File: src/rtl/knn_buf_pkg.sv
// Shared constants, op encoding and FSM state type for the local search-point buffer.
package knn_buf_pkg;

   localparam int DATA_W = 256;
   localparam int DEPTH  = 2048;
   localparam int ADDR_W = 11;

   localparam logic OP_LOAD = 1'b0;
   localparam logic OP_SCAN = 1'b1;

   typedef enum logic [2:0] {
      IDLE,
      LOAD,
      SCAN,
      DRAIN,
      FIN
   } state_e;

endpackage

File: src/rtl/knn_sync_fifo.sv
// Small first-word-fall-through FIFO with occupancy count; catches buffer read data.
module knn_sync_fifo #(
   parameter int DATA_W = 256,
   parameter int DEPTH  = 3,
   parameter int CNT_W  = $clog2(DEPTH + 1)
) (
   input  logic              clk,
   input  logic              rst_n,
   input  logic              push_i,
   input  logic [DATA_W-1:0] data_i,
   input  logic              pop_i,
   output logic [DATA_W-1:0] data_o,
   output logic              empty_o,
   output logic [CNT_W-1:0]  count_o
);
   localparam int PTR_W = (DEPTH > 1) ? $clog2(DEPTH) : 1;

   logic [DATA_W-1:0] mem_q [DEPTH];
   logic [PTR_W-1:0]  wr_ptr_q, wr_ptr_d;
   logic [PTR_W-1:0]  rd_ptr_q, rd_ptr_d;
   logic [CNT_W-1:0]  count_q, count_d;
   logic              do_push, do_pop;

   // Pointer advance with wrap at an arbitrary (non power of two) depth.
   function automatic logic [PTR_W-1:0] ptr_inc(input logic [PTR_W-1:0] p);
      return (p == PTR_W'(DEPTH - 1)) ? '0 : p + PTR_W'(1);
   endfunction

   assign do_pop  = pop_i && (count_q != '0);
   assign do_push = push_i && ((count_q != CNT_W'(DEPTH)) || do_pop);

   // Next pointers and count; push+pop together leaves the count unchanged.
   always_comb begin
      wr_ptr_d = wr_ptr_q;
      rd_ptr_d = rd_ptr_q;
      count_d  = count_q;
      if (do_push) wr_ptr_d = ptr_inc(wr_ptr_q);
      if (do_pop)  rd_ptr_d = ptr_inc(rd_ptr_q);
      if (do_push && !do_pop)      count_d = count_q + CNT_W'(1);
      else if (!do_push && do_pop) count_d = count_q - CNT_W'(1);
   end

   // Pointer and count registers.
   always_ff @(posedge clk or negedge rst_n) begin
      if (!rst_n) begin
         wr_ptr_q <= '0;
         rd_ptr_q <= '0;
         count_q  <= '0;
      end else begin
         wr_ptr_q <= wr_ptr_d;
         rd_ptr_q <= rd_ptr_d;
         count_q  <= count_d;
      end
   end

   // Storage: contents need no reset, validity is tracked by the count.
   always_ff @(posedge clk) begin
      if (do_push) mem_q[wr_ptr_q] <= data_i;
   end

   assign data_o  = mem_q[rd_ptr_q];
   assign empty_o = (count_q == '0);
   assign count_o = count_q;

endmodule

File: src/rtl/knn_local_sp_buf_ctrl.sv
// Owns the single port of one local search-point buffer: LOAD writes a stream in,
// SCAN reads it back out through a credit-controlled FIFO under backpressure.
module knn_local_sp_buf_ctrl
   import knn_buf_pkg::*;
#(
   parameter int READ_LATENCY = 1,
   parameter int FIFO_DEPTH   = READ_LATENCY + 2
) (
   input  logic              ap_clk,
   input  logic              ap_rst_n,
   input  logic              start,
   input  logic              op,
   input  logic [ADDR_W:0]   num_words,
   output logic              busy,
   output logic              done,
   input  logic [DATA_W-1:0] s_tdata,
   input  logic              s_tvalid,
   output logic              s_tready,
   output logic [DATA_W-1:0] m_tdata,
   output logic              m_tvalid,
   input  logic              m_tready,
   output logic              m_tlast,
   output logic [ADDR_W-1:0] mem_address0,
   output logic              mem_ce0,
   output logic              mem_we0,
   output logic [DATA_W-1:0] mem_d0,
   input  logic [DATA_W-1:0] mem_q0
);
   localparam int CNT_W = $clog2(FIFO_DEPTH + 1);
   localparam int CW    = ADDR_W + 1;

   state_e                  state_q, state_d;
   logic [CW-1:0]           n_q, n_d;
   logic [CW-1:0]           wr_cnt_q, wr_cnt_d;
   logic [CW-1:0]           rd_cnt_q, rd_cnt_d;
   logic [CW-1:0]           pop_cnt_q, pop_cnt_d;
   logic [ADDR_W-1:0]       last_addr_q, last_addr_d;
   logic [READ_LATENCY-1:0] tag_q, tag_d;

   logic [CW-1:0]     n_clamped;
   logic [CNT_W-1:0]  inflight, fifo_count;
   logic [CNT_W:0]    credit_used;
   logic              wr_fire, rd_fire, fifo_push, fifo_pop, fifo_empty;
   logic [DATA_W-1:0] fifo_head;

   assign n_clamped   = (num_words > CW'(DEPTH)) ? CW'(DEPTH) : num_words;
   assign inflight    = CNT_W'($countones(tag_q));
   assign credit_used = {1'b0, inflight} + {1'b0, fifo_count};
   assign wr_fire     = (state_q == LOAD) && s_tvalid;
   // A read may only issue if its data is guaranteed a FIFO slot on arrival.
   assign rd_fire     = (state_q == SCAN) && (rd_cnt_q < n_q) &&
                        (credit_used < (CNT_W + 1)'(FIFO_DEPTH));
   assign fifo_push   = tag_q[READ_LATENCY-1];
   assign fifo_pop    = !fifo_empty && m_tready;

   // Issue tags travel alongside the memory pipeline so only real reads are captured.
   generate
      if (READ_LATENCY == 1) begin : g_tag1
         assign tag_d = rd_fire;
      end else begin : g_tagn
         assign tag_d = {tag_q[READ_LATENCY-2:0], rd_fire};
      end
   endgenerate

   // Next-state logic and counter updates.
   always_comb begin
      state_d     = state_q;
      n_d         = n_q;
      wr_cnt_d    = wr_cnt_q;
      rd_cnt_d    = rd_cnt_q;
      pop_cnt_d   = pop_cnt_q;
      last_addr_d = last_addr_q;
      case (state_q)
         IDLE: begin
            if (start) begin
               n_d         = n_clamped;
               wr_cnt_d    = '0;
               rd_cnt_d    = '0;
               pop_cnt_d   = '0;
               last_addr_d = '0;
               if (n_clamped == '0)   state_d = FIN;
               else if (op == OP_SCAN) state_d = SCAN;
               else                    state_d = LOAD;
            end
         end
         LOAD: begin
            if (wr_fire) begin
               wr_cnt_d = wr_cnt_q + CW'(1);
               if (wr_cnt_q + CW'(1) == n_q) state_d = FIN;
            end
         end
         SCAN: begin
            if (rd_fire) begin
               rd_cnt_d    = rd_cnt_q + CW'(1);
               last_addr_d = rd_cnt_q[ADDR_W-1:0];
               if (rd_cnt_q + CW'(1) == n_q) state_d = DRAIN;
            end
            if (fifo_pop) pop_cnt_d = pop_cnt_q + CW'(1);
         end
         DRAIN: begin
            if (fifo_pop) pop_cnt_d = pop_cnt_q + CW'(1);
            if ((fifo_count == '0) && (tag_q == '0)) state_d = FIN;
         end
         FIN:     state_d = IDLE;
         default: state_d = IDLE;
      endcase
   end

   // Output decode; idle values are all zero so reset clears every output at once.
   always_comb begin
      busy         = (state_q != IDLE);
      done         = (state_q == FIN);
      s_tready     = (state_q == LOAD);
      mem_ce0      = 1'b0;
      mem_we0      = wr_fire;
      mem_address0 = '0;
      mem_d0       = wr_fire ? s_tdata : '0;
      case (state_q)
         LOAD: begin
            mem_ce0      = wr_fire;
            mem_address0 = wr_fire ? wr_cnt_q[ADDR_W-1:0] : '0;
         end
         SCAN: begin
            mem_ce0      = 1'b1;
            mem_address0 = rd_fire ? rd_cnt_q[ADDR_W-1:0] : last_addr_q;
         end
         DRAIN: begin
            mem_ce0      = 1'b1;
            mem_address0 = last_addr_q;
         end
         default: ;
      endcase
      m_tvalid = !fifo_empty;
      m_tdata  = fifo_empty ? '0 : fifo_head;
      m_tlast  = !fifo_empty && (pop_cnt_q == n_q - CW'(1));
   end

   // State, counters and issue tags.
   always_ff @(posedge ap_clk or negedge ap_rst_n) begin
      if (!ap_rst_n) begin
         state_q     <= IDLE;
         n_q         <= '0;
         wr_cnt_q    <= '0;
         rd_cnt_q    <= '0;
         pop_cnt_q   <= '0;
         last_addr_q <= '0;
         tag_q       <= '0;
      end else begin
         state_q     <= state_d;
         n_q         <= n_d;
         wr_cnt_q    <= wr_cnt_d;
         rd_cnt_q    <= rd_cnt_d;
         pop_cnt_q   <= pop_cnt_d;
         last_addr_q <= last_addr_d;
         tag_q       <= tag_d;
      end
   end

   knn_sync_fifo #(
      .DATA_W (DATA_W),
      .DEPTH  (FIFO_DEPTH),
      .CNT_W  (CNT_W)
   ) u_fifo (
      .clk     (ap_clk),
      .rst_n   (ap_rst_n),
      .push_i  (fifo_push),
      .data_i  (mem_q0),
      .pop_i   (fifo_pop),
      .data_o  (fifo_head),
      .empty_o (fifo_empty),
      .count_o (fifo_count)
   );

endmodule

File: config.mk
export PLATFORM = sky130hd
export DESIGN_NAME = knn_local_sp_buf_ctrl
export DESIGN_NICKNAME = d
export VERILOG_FILES = /design/src/rtl/knn_buf_pkg.sv /design/src/rtl/knn_sync_fifo.sv /design/src/rtl/knn_local_sp_buf_ctrl.sv
export SDC_FILE = /design/constraint.sdc
export NUM_CORES = 1
export LEC_CHECK = 0
export ABC_CLOCK_PERIOD_IN_PS = 24900
export CAP_MARGIN = 0
export CORE_AREA = 4 4 413 415
export DETAILED_ROUTE_END_ITERATION = 7
export DIE_AREA = 0 0 417 419
export PLACE_DENSITY_LB_ADDON = 0.15
export SETUP_SLACK_MARGIN = 0.02
export SYNTH_ARGS = -nofsm -noshare
export SYNTH_HDL_FRONTEND = slang
export SYNTH_HIERARCHICAL = 1
export SYNTH_SLANG_ARGS = --single-unit
File: constraint.sdc
create_clock -name ap_clk -period 24.9 [get_ports ap_clk]
set_input_delay 3.735 -clock ap_clk [delete_from_list [all_inputs] [get_ports ap_clk]]
set_output_delay 3.735 -clock ap_clk [all_outputs]
set_load 0.03 [all_outputs]
==> reports/results.md, run 1 <==
| Quantity | Reported | Unit |
|---|---|---|
| Terminus of the critical flop-to-flop path | u_fifo/mem_q[0][213]$_DFFE_PP_ | - |
| Peak supply drop | 0.0000686 | V |
| Total of buffers placed on input and output ports | 1059 | - |
| Area Growth Syn to Fin | 42.7 | % |
| Final Routed Wirelength | 153 | mm |
| Worst-case headroom to the max-slew limit | 24.2 | % |
| Flops & latches, synth | 837 | - |
| Maximum clock frequency | 88.0 | MHz |
| Async SR Flop Fraction | 8.24 | % |
| Initial detailed-routing violation count | 1266 | - |
| GRT Resource Usage Total | 16.8 | % |
| H-tree levels | 3 | - |
| Dominant cell by count in the synthesized netlist | edfxtp_1 | - |
| Number of flops mapped to enable cells by yosys | 768 | - |
| Gate count of the mapped netlist | 2765 | - |
| Register cell area after layout | 24800 | µm² |
| Worst Path Max Fanout | 149 | - |
| Number of gates resized after CTS | 0 | - |
| Post-route setup TNS | 0 | ns |
| First-pass GRT wire length | 206 | mm |
| Initial antenna violation count | 102 | - |
| Number of rows created at floorplan | 150 | - |
| Drt drc | 0 | - |
| Kind of critical path | input pin to primary output | - |
| # hold bufs at CTS | 0 | - |
| Hold/Removal Path Class | flop to flop | - |
| Clock-pin transition on the worst setup and hold timing paths | 0.06 | ns |
| Total number of clock tree sinks | 837 | - |
| Buffer levels on the longest clock path | 3 | - |
| Crit share post-route | 45.6 | % |
| Arithmetic-cell share of the synthesized area counting full adders, half adders and majority gates | 0.643 | % |
| CORE AREA | 167000 | µm² |
| Syn Nets | 3314 | - |
| CTS root buffer | clkbuf_16 | - |
| Overall power consumption | 6180 | µW |
| Share of cell area taken by muxes after synthesis | 7.14 | % |
| Minimum period implied by the final worst setup slack | 11.36 | ns |
| Share of cells above drive strength 1 | 4.93 | % |
| Unrepaired setup endpoints after global routing | no | - |
| Result of the run | finished, final reports clean | - |
| Worst hold path cell count | 1 | - |
| Router iterations before antenna repair | 5 | - |
| Remaining antenna violation count | 0 | - |
| Number of warnings issued by yosys | 6 | - |
| Simple logic cell fraction of the synthesized area | 14.3 | % |
| Dominant combinational cell family by area after synthesis | simple AND/OR/NAND/NOR gates | - |
| Critical path startpoint category | input pin | - |
| Worst setup slack for register-to-register paths | 20.73 | ns |
| # Post-CTS Setup Buffers | 0 | - |
| Commonest cells in the synthesized netlist | 768 x edfxtp_1, 301 x nand2_1, 266 x and2_1 | - |
| Total power divided by cell area | 117 | nW/µm² |
| Die Height | 419 | µm |
| Avg Inst Size Synth | 13.4 | µm² |
| Total overflow reported by the global router | 0 | - |
| Multi-input gate area | 10900 | µm² |
| Fraction of the mapped netlist area in compound gates | 6.30 | % |
| Nets@finish | 4326 | - |
| Min-delay src | last_addr_q[5]$_DFFE_PN0P_ | - |
| Via density | 4.17 | - |
| Fillers | 16900 | - |
| Num CTS Buffers | 98 | - |
| Reg2reg path depth | 8 | - |
| Maximum number of pins on one net before global-route repair | 173 | - |
| Insertion delay of the later-clocked pin in the worst-skew pair | 0.72 | ns |
| Weighted congestion at the end of routability-driven global placement | 0.978 | - |
| Top FF cell, synth | edfxtp_1 | - |
| Crit path capture type | primary output | - |
| Worst endpoint data arrival time | 7.63 | ns |
| Number of global-route vias before repair | 25100 | - |
| Top cells by area, synth | edfxtp_1 62%, mux2i_1 7.0%, dfrtp_1 4.7% | - |
| Number of library cell types mapped by synthesis | 69 | - |
| Top-Level Pins | 1060 | - |
| Leakage | 0.0181 | µW |
| Library cell occupying the most area in the post-synthesis netlist | edfxtp_1 | - |
| Syn Std Cell Area | 36900 | µm² |
| Data required time at the worst endpoint | 21.16 | ns |
| Worst-Margin Slew | 1.14 | ns |
| Chip width | 417 | µm |
| Final count of hold timing violations | 0 | - |
| Initial standard-cell utilization of the core | 22.2 | % |
| HPWL Detailed | 113 | mm |
| Post-detailed-route wirelength per cell | 25.0 | µm |
| Sequential element share of the synthesized area | 67.1 | % |
| Area of the die | 175000 | µm² |
| Routed vias | 25500 | - |
| Setup skew after layout | 0.0814 | ns |
| Total of endpoints with negative setup slack in the final report | 0 | - |
| Share of the synthesized area in the top cell type | 62.4 | % |
| TritonCTS clock tree | yes | - |
| Max-cap violations | 0 | - |
| Startpoint of the worst-slack reg-to-reg timing path | u_fifo/count_o[0]$_DFFE_PN0P_ | - |
| Final Max Tran Viols | 0 | - |
| Hold Path Sink | last_addr_q[5]$_DFFE_PN0P_ | - |
| Synthesized-area fraction occupied by xor and xnor cells | 1.11 | % |
per-layer routing:
| metal | vias up | routed length [µm] | part of all wire, % | GRT usage [%] |
|---|---|---|---|---|
| met5 | - | 133 | 0.087 | 0 |
| met4 | 20 | 9930 | 6.5 | 11.7 |
| met3 | 304 | 8560 | 5.6 | 3.84 |
| met2 | 889 | 82600 | 54 | 31.1 |
| met1 | 12300 | 51800 | 34 | 16.4 |
| li1 | 12000 | - | - | - |
worst max path at each step:
stage                         from                      endpoint  slack, ns
after floorplan           m_tready  u_fifo/mem_q[2][0]$_DFFE_PP_       1.18
after global placement    s_tvalid                    mem_d0[42]      13.71
after detailed placement  s_tvalid                   mem_d0[166]      13.57
after CTS                 s_tvalid                   mem_d0[166]      13.56
after global routing      s_tvalid                   mem_d0[147]      13.20
final                     s_tvalid                   mem_d0[160]      13.54
worst max-delay path, stage by stage:
cell	delay [ns]
clkdlybuf4s50_1	0.50
nand3_1	0.55
inv_6	0.77
buf_4	0.87
and2_1	0.24
clkdlybuf4s50_1	0.74
placed cells by master (no fill, tap or decap), types with 67 or more instances in the layout:
master,n
o21ai_1,209
nor2b_1,264
nand2_1,301
edfxtp_1,768
mux2i_1,258
clkdlybuf4s50_1,1058
and2_1,266
dfrtp_1,67
o21ai_0,92
clkbuf_16,98
logic make-up after synthesis:
logic type	count (synthesis)
buf+inv	208
xor+xnor	47
compound gates	409
simple gates	982
mux	263
fa+ha+maj	19
flops	837
metrics by stage:
| stage | hold WS (ns) | util (%) | worst slack [ns] | std cells | area (µm²) |
|---|---|---|---|---|---|
| floorplan | 0.451 | - | 1.18 | 2765 | 36900 |
| global placement | 0.460 | 29.7 | 13.71 | 5881 | 49500 |
| detailed placement | 0.468 | 29.7 | 13.57 | 5881 | 49500 |
| CTS | 0.481 | 31.5 | 13.56 | 6058 | 52600 |
| global route | 0.503 | 31.6 | 13.20 | 6100 | 52700 |
| finish | 0.478 | 31.6 | 13.54 | 6112 | 52700 |
area by class of cell:
type | count | area share [%]
Inverter | 27 | 0.202
Multi-Input combinational cell | 1720 | 20.7
Clock inverter | 65 | 1.08
Sequential cell | 837 | 47.0
Tap cell | 2204 | 5.23
Clock buffer | 112 | 4.75
Timing Repair Buffer | 1093 | 20.7
Antenna cell | 54 | 0.256
registers in the layout, summed over array words and instances (netlist names):
signal           flops
u_fifo/mem_q       768
n_q                 12
pop_cnt_q           12
rd_cnt_q            12
wr_cnt_q            12
last_addr_q         11
state_q              3
u_fifo/count_o       2
u_fifo/rd_ptr_q      2
u_fifo/wr_ptr_q      2
fifo_push            1
report_power, final:
| part | switching, µW | total [µW] | internal (µW) | leakage, µW |
|---|---|---|---|---|
| clock network | 584 | 1360 | 777 | 0.00149 |
| logic | 1770 | 2810 | 1040 | 0.00868 |
| registers | 130 | 2000 | 1870 | 0.00793 |
(Power assumes the default switching activity.)
==> run 2, diff against run 1 <==
- ABC_CLOCK_PERIOD_IN_PS: 24900 -> 10490
- clock period: 24.9 -> 10.49 ns (I/O delays scaled with it)
==> run 2 against run 1 <==
  * Combinational power rose by 140%
  * Highest routed layer unchanged
  * Clock power increased by 150%
  * Worst setup slack worse by 9.5 ns
  * Largest cell class unchanged
  * Final area up 0.32%
  * Die area unchanged
  * Worst hold slack got worse by 0.0011 ns
==> reports/results.md, run 2 (synthesized netlist as in run 1, its figures left out) <==
| Quantity | Reported | Unit | Delta |
|---|---|---|---|
| HPWL Detailed | 105 | mm | -7.0% |
| Max reg flops | 768 | - | unchanged |
| TritonCTS clock tree | yes | - |  |
| # hold bufs at CTS | 0 | - | unchanged |
| Post-detailed-route wirelength per cell | 23.7 | µm | -5.3% |
| Slowest cell on crit path | nor2_1 | - |  |
| Final Routed Wirelength | 145 | mm | -5.3% |
| Nets@finish | 4318 | - | -0.18% |
| Num CTS Buffers | 99 | - | +1.0% |
| Area of the die | 175000 | µm² | unchanged |
| Initial standard-cell utilization of the core | 22.2 | % | unchanged |
| Drt drc | 0 | - | unchanged |
| Global routing usage on met2 | 30.0 | % | -1.1 points |
| Hold/Removal Path Class | flop to flop | - |  |
| Largest reg by FF count | u_fifo/mem_q | - |  |
| Cells along the critical path | inv_1, ha_1, nand4_1, a211oi_2, nor3_2, buf_4, nor2_1, a221o_1, clkdlybuf4s50_1 | - |  |
| First-pass GRT wire length | 199 | mm | -3.5% |
| Delay of the slowest cell on the worst path | 0.90 | ns | +0.03 ns |
| Maximum number of pins on one net before global-route repair | 188 | - | +8.7% |
| Top-Level Pins | 1060 | - | unchanged |
| Final count of hold timing violations | 0 | - | unchanged |
| H-tree levels | 3 | - | unchanged |
| Number of rows created at floorplan | 150 | - | unchanged |
| Worst Path Max Fanout | 31 | - | -79% |
| Insertion delay of the later-clocked pin in the worst-skew pair | 0.71 | ns | about the same |
| GRT met1 Usage | 15.5 | % | -0.91 points |
| Unrepaired setup endpoints after global routing | no | - |  |
| Buffer levels on the longest clock path | 3 | - | unchanged |
| Router iterations before antenna repair | 5 | - | unchanged |
| Placement Setup Slack | 4.06 | ns | -9.51 ns |
| Total of buffers placed on input and output ports | 1059 | - | unchanged |
| # Post-CTS Setup Buffers | 0 | - | unchanged |
| Via density | 4.16 | - | -0.34% |
| Max-cap violations | 0 | - | unchanged |
| Total overflow reported by the global router | 0 | - | unchanged |
| Worst endpoint data arrival time | 4.91 | ns | -2.72 ns |
| Crit share post-route | 61.8 | % |  |
| Initial antenna violation count | 81 | - | -21% |
| Peak supply drop | 0.000202 | V | +190% |
| Routed vias | 25400 | - | -0.26% |
| Remaining antenna violation count | 0 | - | unchanged |
| Worst-case headroom to the max-slew limit | 23.3 | % | -0.94 points |
| Post-route setup TNS | 0 | ns | unchanged |
| GRT Resource Usage Total | 15.9 | % | -0.83 points |
| Total of endpoints with negative setup slack in the final report | 0 | - | unchanged |
| Result of the run | finished, final reports clean | - |  |
| Highest-utilization routing layer at the global route stage | met2 | - |  |
| Chip width | 417 | µm | unchanged |
| Critical path startpoint category | flop | - |  |
| Placed cell count | 5872 | - | -0.15% |
| Die Height | 419 | µm | unchanged |
| Area Growth Syn to Fin | 43.1 | % |  |
| Worst-Margin Slew | 1.15 | ns | +0.00980 ns |
| Crit path capture type | primary output | - |  |
| Initial detailed-routing violation count | 1076 | - | -15% |
| Share of cells above drive strength 1 | 4.99 | % | +0.056 points |
| Most frequent standard cell in the layout excluding fill and tap cells | clkdlybuf4s50_1 | - |  |
| Overall power consumption | 14800 | µW | +140% |
| Number of gates resized after CTS | 0 | - | unchanged |
| Clock-pin transition on the worst setup and hold timing paths | 0.06 | ns | about the same |
| Weighted congestion at the end of routability-driven global placement | 0.947 | - | -3.2% |
| CTS root buffer | clkbuf_16 | - |  |
| Final Max Tran Viols | 0 | - | unchanged |
| Leakage | 0.0181 | µW | +0.19% |
| Worst setup margin | 4.00 | ns | -9.53 ns |
| Kind of critical path | flop to primary output | - |  |
| Total power divided by cell area | 280 | nW/µm² | +140% |
| Commonest cells after routing, fill and taps aside | 1058 x clkdlybuf4s50_1, 768 x edfxtp_1, 301 x nand2_1 | - |  |
| Total number of clock tree sinks | 837 | - | unchanged |
| Met3 layer usage reported by global route | 4.02 | % | +0.18 points |
| Data required time at the worst endpoint | 8.92 | ns | -12.24 ns |
| Number of non-filler instances in the completed layout | 6117 | - | +0.082% |
| Maximum clock frequency | 154 | MHz |  |
| CORE AREA | 167000 | µm² | unchanged |
| Minimum period implied by the final worst setup slack | 6.49 | ns |  |
| Number of global-route vias before repair | 25100 | - | unchanged |
| Setup skew after layout | 0.0582 | ns | -0.0232 ns |
[run 2: changes by cell type in the layout (fill, tap and decap cells not counted), moves of 3 or more]
| cell | previous run | this run |
|---|---|---|
| clkbuf_1 | 14 | 10 |
| diode_2 | 54 | 62 |
| clkinvlp_4 | 1 | 5 |
| buf_12 | 4 | 10 |
| clkinv_2 | 14 | 18 |
| bufinv_16 | 5 | 8 |
| buf_4 | 31 | 16 |
[run 2: worst paths after layout]
check                                               from                              to  slack [ns]  depth (start not counted)
setup reg to reg           u_fifo/count_o[0]$_DFFE_PN0P_  u_fifo/mem_q[0][251]$_DFFE_PP_        7.18                          7
max in group asynchronous                       ap_rst_n  u_fifo/rd_ptr_q[1]$_DFFE_PN0P_        8.64                          2
hold / removal               last_addr_q[10]$_DFFE_PN0P_     last_addr_q[10]$_DFFE_PN0P_        0.48                          1
setup / recovery                      n_q[7]$_DFFE_PN0P_                 mem_address0[5]        4.00                          9
min in group asynchronous                       ap_rst_n         wr_cnt_q[8]$_DFFE_PN0P_        0.84                          1
hold reg to reg              last_addr_q[10]$_DFFE_PN0P_     last_addr_q[10]$_DFFE_PN0P_        0.48                          1
[run 2: area by class of cell]
cell class / instances / area [µm²]
fill: 16800 / 114000
sequential: 837 / 24800
multi-input combinational: 1720 / 10900
timing repair buffer: 1084 / 10900
tap: 2204 / 2760
clock buffer: 109 / 2510
clock inverter: 74 / 688
antenna: 62 / 155
inverter: 27 / 106
[run 2: report_power, final]
part	switching, µW	internal (µW)	leakage (µW)
Combinational	4210	2480	0.00866
Clock	1420	1940	0.00155
Sequential	302	4450	0.00793
Total	5930	8860	0.0181
[run 2: critical path, delay by kind of cell (launching register included)]
family	cells	cell delay (ns)
adder cells (fa/ha/maj)	1	0.36
AND/OR/NAND/NOR	3	1.11
flip-flops	1	0.59
buffers and inverters	3	1.22
AO/OA/AOI/OAI	2	0.97
[run 2: per-layer routing]
| layer | part of all wire [%] | routed length [µm] |
|---|---|---|
| met2 | 54 | 78100 |
| met4 | 6.5 | 9450 |
| met1 | 34 | 49300 |
| met5 | 0.057 | 83 |
| met3 | 5.5 | 7950 |
[run 2: per-stage QoR]
| stage | util, % | hold slack [ns] | cell area [µm²] |
|---|---|---|---|
| 4_1_cts | 31.6 | 0.480 | 52700 |
| 3_5_place_dp | 29.7 | 0.467 | 49500 |
| 3_3_place_gp | 29.7 | 0.460 | 49500 |
| 5_1_grt | 31.7 | 0.495 | 52800 |
| 6_report | 31.7 | 0.477 | 52900 |
| 2_1_floorplan | - | 0.451 | 37000 |
==> run 3, diff against run 2 <==
- ABC_CLOCK_PERIOD_IN_PS: 10490 -> 6220
- clock period: 10.49 -> 6.22 ns (I/O delays scaled with it)
==> run 3 against run 2 <==
  * Sequential share of layout area fell by 0.095 points
  * Routed wire length rose by 5.8%
  * Via count rose by 1.6%
  * Clock-buffer cell count rose by 21
  * Highest routed layer unchanged
  * Die area did not move
  * Largest power group unchanged
  * Largest cell class unchanged
==> reports/results.md, run 3 (synthesized netlist as in run 1, its figures left out) <==
| Quantity | Reported | Unit | Delta |
|---|---|---|---|
| Result of the run | finished, final reports clean | - |  |
| Final count of hold timing violations | 0 | - | unchanged |
| Number of global-route vias before repair | 25200 | - | +0.55% |
| Chip width | 417 | µm | unchanged |
| CORE AREA | 167000 | µm² | unchanged |
| Max-cap violations | 0 | - | unchanged |
| Initial standard-cell utilization of the core | 22.2 | % | unchanged |
| Post-route setup TNS | 0 | ns | unchanged |
| Total overflow reported by the global router | 0 | - | unchanged |
| Kind of critical path | flop to primary output | - |  |
| Fillers | 16900 | - | +0.37% |
| Setup skew after layout | 0.0412 | ns | -0.0170 ns |
| Crit share post-route | 82.6 | % |  |
| Worst endpoint data arrival time | 4.20 | ns | -0.71 ns |
| Maximum number of pins on one net before global-route repair | 144 | - | -23% |
| Met3 layer usage reported by global route | 5.10 | % | +1.1 points |
| Maximum clock frequency | 195 | MHz |  |
| Weighted congestion at the end of routability-driven global placement | 1.10 | - | +16% |
| Total power divided by cell area | 465 | nW/µm² | +66% |
| HPWL Detailed | 114 | mm | +8.3% |
| Multi-input gate area | 11000 | µm² | +0.11% |
| Number of gates resized after CTS | 0 | - | unchanged |
| H-tree levels | 3 | - | unchanged |
| Nets@finish | 4334 | - | +0.37% |
| Area of the die | 175000 | µm² | unchanged |
| Router iterations before antenna repair | 5 | - | unchanged |
| GRT Resource Usage Total | 17.0 | % | +1.0 points |
| Clock-pin transition on the worst setup and hold timing paths | 0.06 | ns | about the same |
| Leakage | 0.0182 | µW | +0.13% |
| Combinational Power Share | 45.9 | % | +0.7 points |
| Top-Level Pins | 1060 | - | unchanged |
| Die Height | 419 | µm | unchanged |
| TritonCTS clock tree | yes | - |  |
| Peak supply drop | 0.000334 | V | +65% |
| Max reg flops | 768 | - | unchanged |
| Total of buffers placed on input and output ports | 1059 | - | unchanged |
| Reported net switching power | 9910 | µW | +67% |
| Area Growth Syn to Fin | 43.4 | % |  |
| Clock group share of total power | 21.6 | % | -1.1 points |
| Final Routed Wirelength | 153 | mm | +5.8% |
| Critical path startpoint category | flop | - |  |
| Data required time at the worst endpoint | 5.29 | ns | -3.63 ns |
| CTS root buffer | clkbuf_16 | - |  |
| Total of endpoints with negative setup slack in the final report | 0 | - | unchanged |
| Routed vias | 25800 | - | +1.6% |
| Unrepaired setup endpoints after global routing | no | - |  |
| Final hold slack | 0.387 | ns | -0.0898 ns |
| Post-detailed-route wirelength per cell | 24.9 | µm | +5.1% |
| Worst Path Max Fanout | 30 | - | -3.2% |
| Net switching fraction of the power | 40.2 | % | +0.14 points |
| Minimum period implied by the final worst setup slack | 5.14 | ns |  |
| # hold bufs at CTS | 0 | - | unchanged |
| Most frequent standard cell in the layout excluding fill and tap cells | clkdlybuf4s50_1 | - |  |
| Via density | 4.19 | - | +0.86% |
| Crit path capture type | primary output | - |  |
| Initial detailed-routing violation count | 1269 | - | +18% |
| Global routing usage on met2 | 30.3 | % | +0.32 points |
| GRT met1 Usage | 16.7 | % | +1.2 points |
| Final Max Tran Viols | 0 | - | unchanged |
| Total number of clock tree sinks | 837 | - | unchanged |
| Number of rows created at floorplan | 150 | - | unchanged |
| Worst setup margin | 1.08 | ns | -2.92 ns |
| Largest reg by FF count | u_fifo/mem_q | - |  |
| Highest-utilization routing layer at the global route stage | met2 | - |  |
| Worst-Margin Slew | 1.04 | ns | -0.107 ns |
| # Post-CTS Setup Buffers | 0 | - | unchanged |
| Register cell area after layout | 24800 | µm² | unchanged |
| Placement Setup Slack | 1.71 | ns | -2.34 ns |
| Overall power consumption | 24700 | µW | +67% |
| Num CTS Buffers | 98 | - | -1.0% |
| Drt drc | 0 | - | unchanged |
| Worst-case headroom to the max-slew limit | 30.7 | % | +7.4 points |
| Share of cells above drive strength 1 | 4.99 | % | +0.0078 points |
| Commonest cells after routing, fill and taps aside | 1058 x clkdlybuf4s50_1, 768 x edfxtp_1, 301 x nand2_1 | - |  |
| Hold/Removal Path Class | input pin to async pin | - |  |
| Insertion delay of the later-clocked pin in the worst-skew pair | 0.69 | ns | -0.02 ns |
| Buffer levels on the longest clock path | 3 | - | unchanged |
| Cell internal power dissipation | 14700 | µW | +66% |
| Power share of the sequential group | 32.5 | % | +0.4 points |
| Remaining antenna violation count | 0 | - | unchanged |
| Initial antenna violation count | 101 | - | +25% |
| First-pass GRT wire length | 208 | mm | +4.6% |
[run 3: changes by cell type in the layout (fill, tap and decap cells not counted), sizes merged]
cell | before | now
diode | 62 | 92
clkbuf | 109 | 130
buf | 26 | 43
clkinv | 58 | 47
bufinv | 8 | 1
clkinvlp | 5 | 0
inv | 30 | 29
[run 3: layout make-up]
cell class / instances / area share [%]
clock buffer: 130 / 4.90
antenna: 92 / 0.435
clock inverter: 50 / 0.711
multi-input combinational: 1720 / 20.7
inverter: 27 / 0.201
tap: 2204 / 5.20
timing repair buffer: 1101 / 21.1
sequential: 837 / 46.8
[run 3: layer usage]
metal | share of wire (%) | wire (µm) | vias up
li1 | - | - | 12100
met4 | 6.6 | 10100 | 14
met5 | 0.059 | 91 | -
met1 | 34 | 52800 | 12500
met2 | 53 | 81200 | 914
met3 | 6.0 | 9160 | 330
[run 3: worst paths after layout]
path                                            start                              to  slack (ns)  depth (start not counted)
setup / recovery                   n_q[7]$_DFFE_PN0P_                mem_address0[10]        1.08                          9
hold / removal                               ap_rst_n      last_addr_q[9]$_DFFE_PN0P_        0.39                          1
setup reg to reg                   n_q[7]$_DFFE_PN0P_         rd_cnt_q[2]$_DFFE_PN0P_        2.92                          7
hold reg to reg            last_addr_q[6]$_DFFE_PN0P_      last_addr_q[6]$_DFFE_PN0P_        0.48                          1
max in group asynchronous                    ap_rst_n  u_fifo/rd_ptr_q[1]$_DFFE_PN0P_        5.02                          1
min in group ap_clk        last_addr_q[6]$_DFFE_PN0P_      last_addr_q[6]$_DFFE_PN0P_        0.48                          1
[run 3: power groups by stage]
stage,registers [µW],clock network [µW],logic (µW)
finish,8020,5310,11300
global route,8140,5780,12100
CTS,8030,5540,11700
floorplan,8060,0,7060
detailed placement,8150,0,11600
global placement,8120,0,11600
[run 3: critical path, stage by stage (launching register included)]
cell and delay (ns):
dfrtp_1 0.62, inv_1 0.23, ha_1 0.38, nand4_1 0.12, a211oi_2 0.56, nor3_2 0.11
buf_4 0.28, and2_1 0.21, a221o_1 0.34, clkdlybuf4s50_1 0.65
[run 3: per-stage QoR]
stage	cells	instance area, µm²	util, %
4_1_cts	6069	52800	31.7
3_5_place_dp	5889	49800	29.9
6_report	6161	53000	31.8
2_1_floorplan	2765	37000	-
5_1_grt	6127	52900	31.7
3_3_place_gp	5889	49800	29.9
